===== src/rtl/wr_fifo_drain_ctrl.sv =====
// wr_fifo_drain_ctrl: drains the store write FIFO onto the shared 64-bit data-memory port
// and arbitrates that port against memory-stage loads. Each FIFO entry becomes one or two
// 8-byte-aligned, byte-enabled write beats; accesses crossing an 8-byte boundary are split.
// Optional feature: define WR_DRAIN_LD_PRIO_EN to let pending loads beat pending stores
// unless the FIFO is full or drain_all is asserted. Default build: stores win when the
// FIFO is non-empty.
module wr_fifo_drain_ctrl #(
  parameter int unsigned DATA_W = 98
) (
  input  logic              i_clk,
  input  logic              i_rst_n,
  input  logic              i_fifo_empty,
  input  logic              i_fifo_full,
  input  logic [DATA_W-1:0] i_fifo_rd_data,
  output logic              o_fifo_rd,
  input  logic              i_drain_all,
  input  logic              i_ld_req,
  input  logic [31:0]       i_ld_addr,
  output logic              o_ld_gnt,
  output logic              o_mem_req,
  output logic              o_mem_wr,
  output logic [31:0]       o_mem_addr,
  output logic [7:0]        o_mem_be,
  output logic [63:0]       o_mem_wdata,
  input  logic              i_mem_ack,
  output logic              o_drained
);

  typedef enum logic [1:0] {StIdle, StStLo, StStHi, StLd} state_e;

  state_e r_state, w_state_d;

  logic        r_mem_req, w_mem_req_d;
  logic        r_mem_wr, w_mem_wr_d;
  logic [31:0] r_mem_addr, w_mem_addr_d;
  logic [7:0]  r_mem_be, w_mem_be_d;
  logic [63:0] r_mem_wdata, w_mem_wdata_d;

  // Head-entry decode
  logic [63:0]  w_st_data;
  logic [31:0]  w_st_addr;
  logic [1:0]   w_st_size;
  logic [2:0]   w_off;
  logic [7:0]   w_nmask8;
  logic [15:0]  w_mask16;
  logic [127:0] w_sh128;
  logic [31:0]  w_base;
  logic         w_split;

  logic w_ack;
  logic w_pick_st;
  logic w_pick_ld;
  logic w_last_st;
  logic w_ld_done;

  assign w_st_data = i_fifo_rd_data[97:34];
  assign w_st_addr = i_fifo_rd_data[33:2];
  assign w_st_size = i_fifo_rd_data[1:0];
  assign w_off     = w_st_addr[2:0];
  assign w_base    = {w_st_addr[31:3], 3'b000};

  // Size code to an unshifted byte mask of n = 1/2/4/8 bytes
  always_comb begin
    w_nmask8 = 8'h01;
    unique case (w_st_size)
      2'b00:   w_nmask8 = 8'h01;
      2'b01:   w_nmask8 = 8'h03;
      2'b10:   w_nmask8 = 8'h0F;
      2'b11:   w_nmask8 = 8'hFF;
      default: w_nmask8 = 8'h01;
    endcase
  end

  // The upper halves of mask/data feed the second beat of a split store
  assign w_mask16 = {8'h00, w_nmask8} << w_off;
  assign w_sh128  = {64'h0, w_st_data} << {w_off, 3'b000};
  assign w_split  = |w_mask16[15:8];

  // An ack only counts while a beat is actually presented
  assign w_ack = i_mem_ack & r_mem_req;

`ifdef WR_DRAIN_LD_PRIO_EN
  assign w_pick_st = ~i_fifo_empty & (i_fifo_full | i_drain_all | ~i_ld_req);
`else
  assign w_pick_st = ~i_fifo_empty;
`endif
  assign w_pick_ld = ~w_pick_st & i_ld_req;

  // Next-state and next memory-beat computation
  always_comb begin
    w_state_d     = r_state;
    w_mem_req_d   = r_mem_req;
    w_mem_wr_d    = r_mem_wr;
    w_mem_addr_d  = r_mem_addr;
    w_mem_be_d    = r_mem_be;
    w_mem_wdata_d = r_mem_wdata;
    w_last_st     = 1'b0;
    w_ld_done     = 1'b0;
    unique case (r_state)
      StIdle: begin
        if (w_pick_st) begin
          w_state_d     = StStLo;
          w_mem_req_d   = 1'b1;
          w_mem_wr_d    = 1'b1;
          w_mem_addr_d  = w_base;
          w_mem_be_d    = w_mask16[7:0];
          w_mem_wdata_d = w_sh128[63:0];
        end else if (w_pick_ld) begin
          w_state_d     = StLd;
          w_mem_req_d   = 1'b1;
          w_mem_wr_d    = 1'b0;
          w_mem_addr_d  = {i_ld_addr[31:3], 3'b000};
          w_mem_be_d    = 8'hFF;
          w_mem_wdata_d = 64'h0;
        end
      end
      StStLo: begin
        if (w_ack) begin
          if (w_split) begin
            // Second beat issues straight away; wraps modulo 2^32
            w_state_d     = StStHi;
            w_mem_addr_d  = w_base + 32'd8;
            w_mem_be_d    = w_mask16[15:8];
            w_mem_wdata_d = w_sh128[127:64];
          end else begin
            w_state_d   = StIdle;
            w_mem_req_d = 1'b0;
            w_last_st   = 1'b1;
          end
        end
      end
      StStHi: begin
        if (w_ack) begin
          w_state_d   = StIdle;
          w_mem_req_d = 1'b0;
          w_last_st   = 1'b1;
        end
      end
      StLd: begin
        if (w_ack) begin
          w_state_d   = StIdle;
          w_mem_req_d = 1'b0;
          w_ld_done   = 1'b1;
        end
      end
      default: w_state_d = StIdle;
    endcase
  end

  // State and registered memory-port outputs
  always_ff @(posedge i_clk) begin
    if (!i_rst_n) begin
      r_state     <= StIdle;
      r_mem_req   <= 1'b0;
      r_mem_wr    <= 1'b0;
      r_mem_addr  <= 32'h0;
      r_mem_be    <= 8'h0;
      r_mem_wdata <= 64'h0;
    end else begin
      r_state     <= w_state_d;
      r_mem_req   <= w_mem_req_d;
      r_mem_wr    <= w_mem_wr_d;
      r_mem_addr  <= w_mem_addr_d;
      r_mem_be    <= w_mem_be_d;
      r_mem_wdata <= w_mem_wdata_d;
    end
  end

  // A pop or grant during reset would act on state that is being discarded
  assign o_fifo_rd   = w_last_st & i_rst_n & ~i_fifo_empty;
  assign o_ld_gnt    = w_ld_done & i_rst_n;
  assign o_mem_req   = r_mem_req;
  assign o_mem_wr    = r_mem_wr;
  assign o_mem_addr  = r_mem_addr;
  assign o_mem_be    = r_mem_be;
  assign o_mem_wdata = r_mem_wdata;
  assign o_drained   = (r_state == StIdle) & i_fifo_empty;

endmodule


===== config.mk =====
export PLATFORM = sky130hd
export DESIGN_NAME = wr_fifo_drain_ctrl
export DESIGN_NICKNAME = d
export VERILOG_FILES = /design/src/rtl/wr_fifo_drain_ctrl.sv
export SDC_FILE = /design/constraint.sdc
export NUM_CORES = 1
export LEC_CHECK = 0
export CAP_MARGIN = 20
export CORE_MARGIN = 2
export CORE_UTILIZATION = 51
export DETAILED_ROUTE_END_ITERATION = 7
export HOLD_SLACK_MARGIN = 0.05
export MAX_ROUTING_LAYER = met4
export PLACE_DENSITY_LB_ADDON = 0.15
export SYNTH_ARGS = -nofsm -noshare
export SYNTH_HDL_FRONTEND = slang
export SYNTH_SLANG_ARGS = --single-unit

===== constraint.sdc =====
create_clock -name i_clk -period 4.9 [get_ports i_clk]
set_clock_uncertainty 0.15 [all_clocks]
set_input_delay 1.47 -clock i_clk [delete_from_list [all_inputs] [get_ports i_clk]]
set_output_delay 1.47 -clock i_clk [all_outputs]
set_load 0.01 [all_outputs]

==> metrics.txt, run 1 <==
outcome complete, no violations; final cycle utilization of the critical path 94.8%; synthesis-stage register bit count roughly 110; Post-Route WL 27000 µm; syn_area_per_cell 8.18 µm²; chip width 125 µm; fin. max-slew vios 0; All-Layer GR Usage 33.6%; Synth area leader dfxtp_1; via/cell ratio 6.50; CTS sink cnt 105; clk buf depth 2; CTS Hold Bufs 0; Pre-Repair DR Iteration Count 8; Final setup viols 0; final hold viol count 0; GP Congestion 0.976; Crit Path Category input port to output port; Critical Path Source Type input port; sequential-to-total area share from yosys stat 28.2%; ant diodes 0; R2R Setup Slk 1650 ps; ranking of synthesized cells by area dfxtp_1 (28%), mux2_2 (9.7%), o21ai_0 (5.6%), a21oi_1 (4.4%), nor2_1 (4.0%); Total Nets Final 1239; r2r endpoint o_mem_wdata[47]; Fmax 215 MHz; LEAKAGE 3.68 nW; reg2reg start r_state[1]; Synth Cell Area ~7400 µm²; routed len/inst 21.0 µm; most frequent cells in the layout clkdlybuf4s50_1 (233), dfxtp_1 (105), o21ai_0 (84); commonest non-fill, non-tap cell in the layout clkdlybuf4s50_1; CTS Buf Count 9; asr flop ratio synth 0%; Gate Count Post-Synth ~900; Post-synth EDFFs 0; # resized after CTS 1; slew margin rel. between 20% and 30%; pwr/cell area 464 nW/µm²; CORE AREA 14400 µm²; # Max-Cap Violations 0; setup slack after placement -54.4 ps; Worst-Margin Slew 1080 ps; first-pass GRT wire length 40900 µm; post-synth cell types 76; setup TNS 0 ps; Arr. time, crit path about 3000 ps; Worst EP required 3280 ps; Min-Delay Path Class register to register; clock-pin transition on the worst setup and hold timing paths 70 ps; vias in the first global route 7379; proportion of layout cells with a drive suffix above 1 between 10% and 20%; CTS tree built; maximum VDD drop 0.000470 V; setup bufs post-CTS 0; Tmin final 4650 ps; total number of vias 8358; largest net degree at the start of global routing ~100; H-tree levels 3; RSZ-0062 raised after global routing false; row count 44; initial antenna violation count 0; Layout area overhead 36.1%; Max FO, Critical Path 4; initial drt markers 1213; DRT antenna net count 0; Critical path origin i_fifo_rd_data[0]; Residual DRC 0; ys flop type dfxtp_1; Hold Path Origin o_mem_addr[9]; Die Ht 125 µm; Fill cells 1227; port bufs 237; Setup crit end o_fifo_rd; CTS Root Cell clkbuf_16; Final WS setup 255 ps; Crit. End Element output port; Synth top area share between 20% and 30%; Reg2Reg Depth 7; worst skew pair latency 360 ps; Synthesis Warnings 0; HPWL Detailed around 19000 µm; Initial Util 51.8%; I/O pin count 246; grt ovf 0; die footprint 15600 µm²
[cell usage after synthesis, drive strengths merged, types with 13 or more instances]
cell and n:
nor3 16, a222oi 16, a211oi 29, o21ai 85
nand2 53, a21oi 66, dfxtp 105, o22ai 18
clkbuf 35, mux2 64, nor2 80, a31oi 19
nand3 29, o211ai 15, nor2b 13, inv 13
buf 55, mux2i 28
[logic make-up (layout without fill, tap and decap cells)]
logic type / count (synthesis) / in the layout / share of synthesized area (%)
fa+ha+maj: 6 / 6 / 1.01
simple gates: 256 / 256 / 17.2
flops: 105 / 105 / 28.2
xor+xnor: 1 / 1 / 0.118
mux: 100 / 100 / 15.9
buf+inv: 103 / 292 / 6.79
compound gates: 338 / 338 / 30.7
other cells: 1 / 3 / 0.0504
[sequential cells by signal, indices dropped and copies added (netlist names)]
name and cells:
o_mem_req 1, o_mem_addr 29, r_state 2, o_mem_wdata 64, o_mem_wr 1, o_mem_be 8
[worst max-delay path, cell delays in order]
cell	delay, ps
clkdlybuf4s50_1	460
a21o_1	220
a31oi_2	210
a31oi_1	110
nor4b_1	260
dlygate4sd2_1	310
[report_power, final]
part / switching, mW / leakage (nW) / total, mW / internal [mW]
combinational: 1.34 / 2.64 / 2.50 / 1.16
clock: 0.350 / 0.168 / 0.831 / 0.481
sequential: 0.188 / 0.867 / 1.36 / 1.18
total: 1.87 / 3.68 / 4.69 / 2.82
[stage by stage]
step	total power [mW]	std cells	utilization [%]	instance area, µm²	hold slack [ps]
floorplan	2.78	912	-	7450	326
CTS	4.68	1285	70.5	10100	305
global placement	3.81	1269	68.1	9790	289
global route	4.96	1285	70.5	10100	334
finish	4.69	1285	70.5	10100	303
detailed placement	3.83	1269	68.1	9790	295
[worst min-delay path by stage]
stage,end,cells after the start
2_1_floorplan,o_mem_addr[5],2
3_5_place_dp,o_mem_addr[9],2
5_1_grt,o_mem_wdata[59],1
6_report,o_mem_addr[9],2
3_3_place_gp,o_mem_addr[5],2
4_1_cts,o_mem_addr[9],2
[area by class of cell]
class	count	area, µm²	area share, %
clock buffer	11	253	2.50
clock inverter	5	85.1	0.840
inverter	13	48.8	0.482
multi-input combinational	704	4840	47.8
sequential	105	2100	20.8
tap	184	230	2.27
timing repair buffer	263	2570	25.3
[routing by layer]
| metal | track usage [%] | share of wire [%] |
|---|---|---|
| met5 | - | 0 |
| met4 | 12.2 | 3.7 |
| met3 | 6.14 | 10 |
| met2 | 49.0 | 44 |
| met1 | 46.5 | 42 |
Note: power is estimated with default switching activity, not from simulation.
==> run 2, diff against run 1 <==
--- a/config.mk
+++ b/config.mk
@@ -9,7 +9,7 @@
 export CORE_MARGIN = 2
 export CORE_UTILIZATION = 51
 export DETAILED_ROUTE_END_ITERATION = 7
-export HOLD_SLACK_MARGIN = 0.05
+export HOLD_SLACK_MARGIN = 0.1
 export MAX_ROUTING_LAYER = met4
 export PLACE_DENSITY_LB_ADDON = 0.15
 export SYNTH_ARGS = -nofsm -noshare
==> results of run 2 <==
Final layout, timing and power as in run 1 (identical DEF).
==> run 3, diff against run 2 <==
--- a/config.mk
+++ b/config.mk
@@ -7,11 +7,12 @@
 export LEC_CHECK = 0
 export CAP_MARGIN = 20
 export CORE_MARGIN = 2
-export CORE_UTILIZATION = 51
+export CORE_UTILIZATION = 31
 export DETAILED_ROUTE_END_ITERATION = 7
 export HOLD_SLACK_MARGIN = 0.1
 export MAX_ROUTING_LAYER = met4
 export PLACE_DENSITY_LB_ADDON = 0.15
+export SLEW_MARGIN = 15
 export SYNTH_ARGS = -nofsm -noshare
 export SYNTH_HDL_FRONTEND = slang
 export SYNTH_SLANG_ARGS = --single-unit
==> run 3 against run 2 <==
Compared with the run above: utilization decreased by 27 points; critical path type unchanged; routed wire length increased by 13%; critical endpoint unchanged; critical path depth unchanged; combinational power increased by 2%; total power about the same.
==> metrics.txt, run 3 (same netlist as run 1, synthesis figures left out) <==
crit path max-delay cell type clkdlybuf4s50_1; chip width 159 µm (+27%); maximum VDD drop 0.000295 V (-37%); Crit Path Category input port to output port; largest net degree at the start of global routing 105 (+4.0%); initial antenna violation count 0 (unchanged); CORE AREA 23500 µm² (+64%); Worst-Margin Slew 952 ps (-125 ps); Total Nets Final 1240 (+0.081%); All-Layer GR Usage 24.2% (-9.3 points); GP Congestion 0.916 (-6.1%); I/O pin count 246 (unchanged); DRT antenna net count 0 (unchanged); vias in the first global route 7812 (+5.9%); Fill cells 2412 (+97%); Worst Path Buf+Inv 2 (unchanged); Hold EP o_mem_addr[6]; Min-Delay Path Class register to register; Layout area overhead 38.1%; slew margin rel. 36.5% (+8.6 points); pwr/cell area 457 nW/µm² (-1.4%); Crit. End Element output port; grt ovf 0 (unchanged); Final setup viols 0 (unchanged); Largest register FFs 64 (unchanged); Post-Route WL 30400 µm (+13%); CTS Hold Bufs 0 (unchanged); r2r endpoint o_mem_wdata[56]; Crit path max-delay family buffers and inverters; Critical Path Source Type input port; Hold Path Origin o_mem_addr[6]; first-pass GRT wire length 46800 µm (+14%); via/cell ratio 5.68 (-13%); critical path, cell by cell clkdlybuf4s50_1, a21o_1, a31oi_2, a31oi_1, nor4b_1, dlygate4sd2_1; clock-pin transition on the worst setup and hold timing paths 80 ps (about the same); reg2reg start r_state[1]; total number of vias 8073 (-3.4%); Residual DRC 0 (unchanged); RSZ-0062 raised after global routing false; final core occ 43.7% (-27 points); Tmin final 4710 ps (+60.3 ps); HPWL Detailed 22300 µm (+18%); routed len/inst 21.4 µm (+2.0%); H-tree levels 3 (unchanged); Reg2Reg Depth 9 (+2); clk buf depth 2 (unchanged); fin. max-slew vios 0 (unchanged); final hold viol count 0 (unchanged); Critical path origin i_fifo_rd_data[0]; CTS sink cnt 105 (unchanged); die footprint 25300 µm² (+62%); commonest non-fill, non-tap cell in the layout clkdlybuf4s50_1; LEAKAGE 3.66 nW (-0.33%); Pre-Repair DR Iteration Count 6 (-2); setup bufs post-CTS 0 (unchanged); initial drt markers 797 (-34%); worst skew pair latency 350 ps (about the same); Die Ht 159 µm (+27%); ant diodes 0 (unchanged); R2R Setup Slk 1920 ps (+270 ps); # Max-Cap Violations 0 (unchanged); outcome complete, no violations; CTS Buf Count 9 (unchanged); Worst EP required 3280 ps (about the same); most frequent cells in the layout clkdlybuf4s50_1 (233), dfxtp_1 (105), o21ai_0 (84); CTS Root Cell clkbuf_16; WHS Path Cells 2 (unchanged); Max FO, Critical Path 4 (unchanged); port bufs 237 (unchanged); Arr. time, crit path 3090 ps (+60 ps); Fmax 213 MHz (-1.3%); Initial Util 31.6% (-20 points); Max stage delay on crit path 480 ps (+20 ps); CTS tree built; proportion of layout cells with a drive suffix above 1 12.3% (+0.080 points); final cycle utilization of the critical path 96.0% (+1.2 points); row count 56 (+27%); Tot Pwr 4.70 mW (about the same)
## run 3: changes by cell type in the layout (fill, tap and decap cells not counted), sizes merged
cell / delta
clkinv: +2
buf: +1
bufinv: -1
clkbuf: -1
clkinvlp: +1
inv: -1
## run 3: worst min-delay path: stages (launching register included)
cell     delay (ps)
dfxtp_1         320
nand2_1          50
a21oi_1          50
## run 3: per-stage QoR
step	area [µm²]	TNS [ps]	std cells	setup slack, ps	hold slack (ps)
after floorplan	7450	0	912	575	326
after global placement	9970	-65.4	1405	-65.4	289
after detailed placement	9970	-86.9	1405	-86.9	296
after CTS	10300	0	1421	181	310
after global routing	10300	0	1421	86.1	326
final	10300	0	1421	195	311
## run 3: how the worst max path moves through the flow
stage,cells past startpoint,end
5_1_grt,6,o_fifo_rd
2_1_floorplan,5,o_fifo_rd
6_report,6,o_fifo_rd
3_3_place_gp,6,o_fifo_rd
4_1_cts,6,o_fifo_rd
3_5_place_dp,6,o_fifo_rd
## run 3: what timing repair did
action,4_1_cts,5_1_grt
endpoints found under the setup margin,1,0
gates resized for setup,1,0
hold endpoints to repair,0,0
## run 3: where the power goes
group          internal [mW]  switching, mW
logic                   1.18           1.39
registers               1.17          0.179
clock network          0.418          0.365
total                   2.77           1.93
## run 3: routing by layer
metal	track usage, %	routed length (µm)	up-vias
li1	-	-	3873
met1	32.5	13700	3833
met2	37.8	14200	318
met3	3.33	1830	49
met4	7.81	792	0
met5	-	0	-
## run 3: cell type report
cell class / instances / area [µm²] / share of cell area (%)
inverter: 13 / 48.8 / 0.475
timing repair buffer: 264 / 2570 / 25.0
multi-input combinational: 704 / 4840 / 47.1
clock buffer: 10 / 239 / 2.32
clock inverter: 6 / 75.1 / 0.730
tap: 319 / 399 / 3.88
sequential: 105 / 2100 / 20.4
==> variant: new RTL, config.mk and constraints of run 1 <==
Encoding of `state_e`: now one-hot (4 bits for 4 states).
--- a/src/rtl/wr_fifo_drain_ctrl.sv
+++ b/src/rtl/wr_fifo_drain_ctrl.sv
@@ -28,3 +28,3 @@
 
-  typedef enum logic [1:0] {StIdle, StStLo, StStHi, StLd} state_e;
+  typedef enum logic [3:0] {StIdle = 4'b0001, StStLo = 4'b0010, StStHi = 4'b0100, StLd = 4'b1000} state_e;
 
Formal check against the unedited RTL: same outputs for any inputs over 4 cycles, from zero or initial values and one cycle with i_rst_n low; so few cycles prove little.
==> variant against run 1 <==
- synthesized area increased by 3.0%
- hold slack got worse by 0.0031 ns
- clock power grew 4.5%
- routed wire length grew 7.2%
- count of clock-buffer cells in the layout is 1 lower
- total power shrank 29%
- cell area increased by 4.2%
- sequential cell count rose by 2
- setup slack lost 0.12 ns
- critical path type unchanged
- highest routed layer unchanged
==> variant: results (changes against run 1) <==
layout cells sized above 1: 0.1040 (was 0.1217)
Clock Power Share: 0.262 (was 0.177)
mux share of post-synthesis cell area: 0.2178 (was 0.1587)
Adder-Cell Fraction of Synth Area: 0.004245 (was 0.01009)
routed wl met2: 13150 microns (was 11810 microns)
largest net degree at the start of global routing: 136 (was 101)
register area share after synthesis: 0.2795 (was 0.2824)
Post-synth top cells: dfxtp_1 (107), nand2_1 (90), a21oi_1 (83), mux2i_1 (79), nor2_1 (79) (was dfxtp_1 (105), o21ai_0 (84), nor2_1 (79), a21oi_1 (66), mux2_2 (64))
Place WS: -0.1525 ns (was -0.05438 ns)
Gate Count Post-Synth: 935 (was 910)
Worst Path Arrival: 3.14 ns (was 3.03 ns)
Pleak: 3.965 nW (was 3.675 nW)
routing usage on met1: 0.4772 (was 0.4655)
Total GRT Usage: 0.3576 (was 0.3356)
NetSw: 0.001129 W (was 0.001874 W)
GR Layer Usage met2: 0.5329 (was 0.4902)
Compound-Gate Fraction of Synth Area: 0.2491 (was 0.3073)
status: complete, no violations (unchanged)
Slew headroom: 0.1769 (was 0.2788)
Netlist cell types: 68 (was 76)
Vias: 8783 (was 8358)
DRT met1 WL: 11760 microns (was 11440 microns)
placed insts: 1294 (was 1269)
maximum vdd drop: 0.2345 mV (was 0.4700 mV)
top cells by area, synth: dfxtp_1 (28%), mux2i_1 (10%), mux4_2 (7.3%) (was dfxtp_1 (28%), mux2_2 (9.7%), o21ai_0 (5.6%))
initial antenna violation count: 2 (was 0)
routing usage on met3: 0.08604 (was 0.06143)
DP Area: 10190 sq um (was 9792 sq um)
vias in the first global route: 7942 (was 7379)
WL/cell: 22.07 microns (was 21.00 microns)
Layout fillers: 1188 (was 1227)
Initial DRC Count: 1194 (was 1213)
==> variant: final timing paths <==
check,startpoint,to,slack [ns],cells after the start
max,i_fifo_rd_data[4],o_fifo_rd,0.14,7
min,o_mem_addr[4],o_mem_addr[4],0.30,2
max reg2reg,r_state[2],o_mem_wdata[8],1.08,5
min reg2reg,o_mem_addr[4],o_mem_addr[4],0.30,2
==> variant: cell type report <==
| cell class | count | area [sq um] | share of cell area |
|---|---|---|---|
| multi-input combinational | 719 | 5112 | 0.4845 |
| timing repair buffer | 274 | 2679 | 0.2539 |
| sequential | 107 | 2142 | 0.2030 |
| clock buffer | 10 | 239.0 | 0.02265 |
| tap | 184 | 230.2 | 0.02182 |
| clock inverter | 5 | 107.6 | 0.01020 |
| inverter | 10 | 37.54 | 0.003557 |
| antenna | 2 | 5.005 | 0.0004743 |
==> variant: worst register-to-register path, stage by stage (launching register included) <==
cell,delay [ns]
dfxtp_1,0.54
or4b_1,0.72
nand2_1,0.52
nor3_1,1.07
a222oi_1,0.42
a211oi_1,0.32
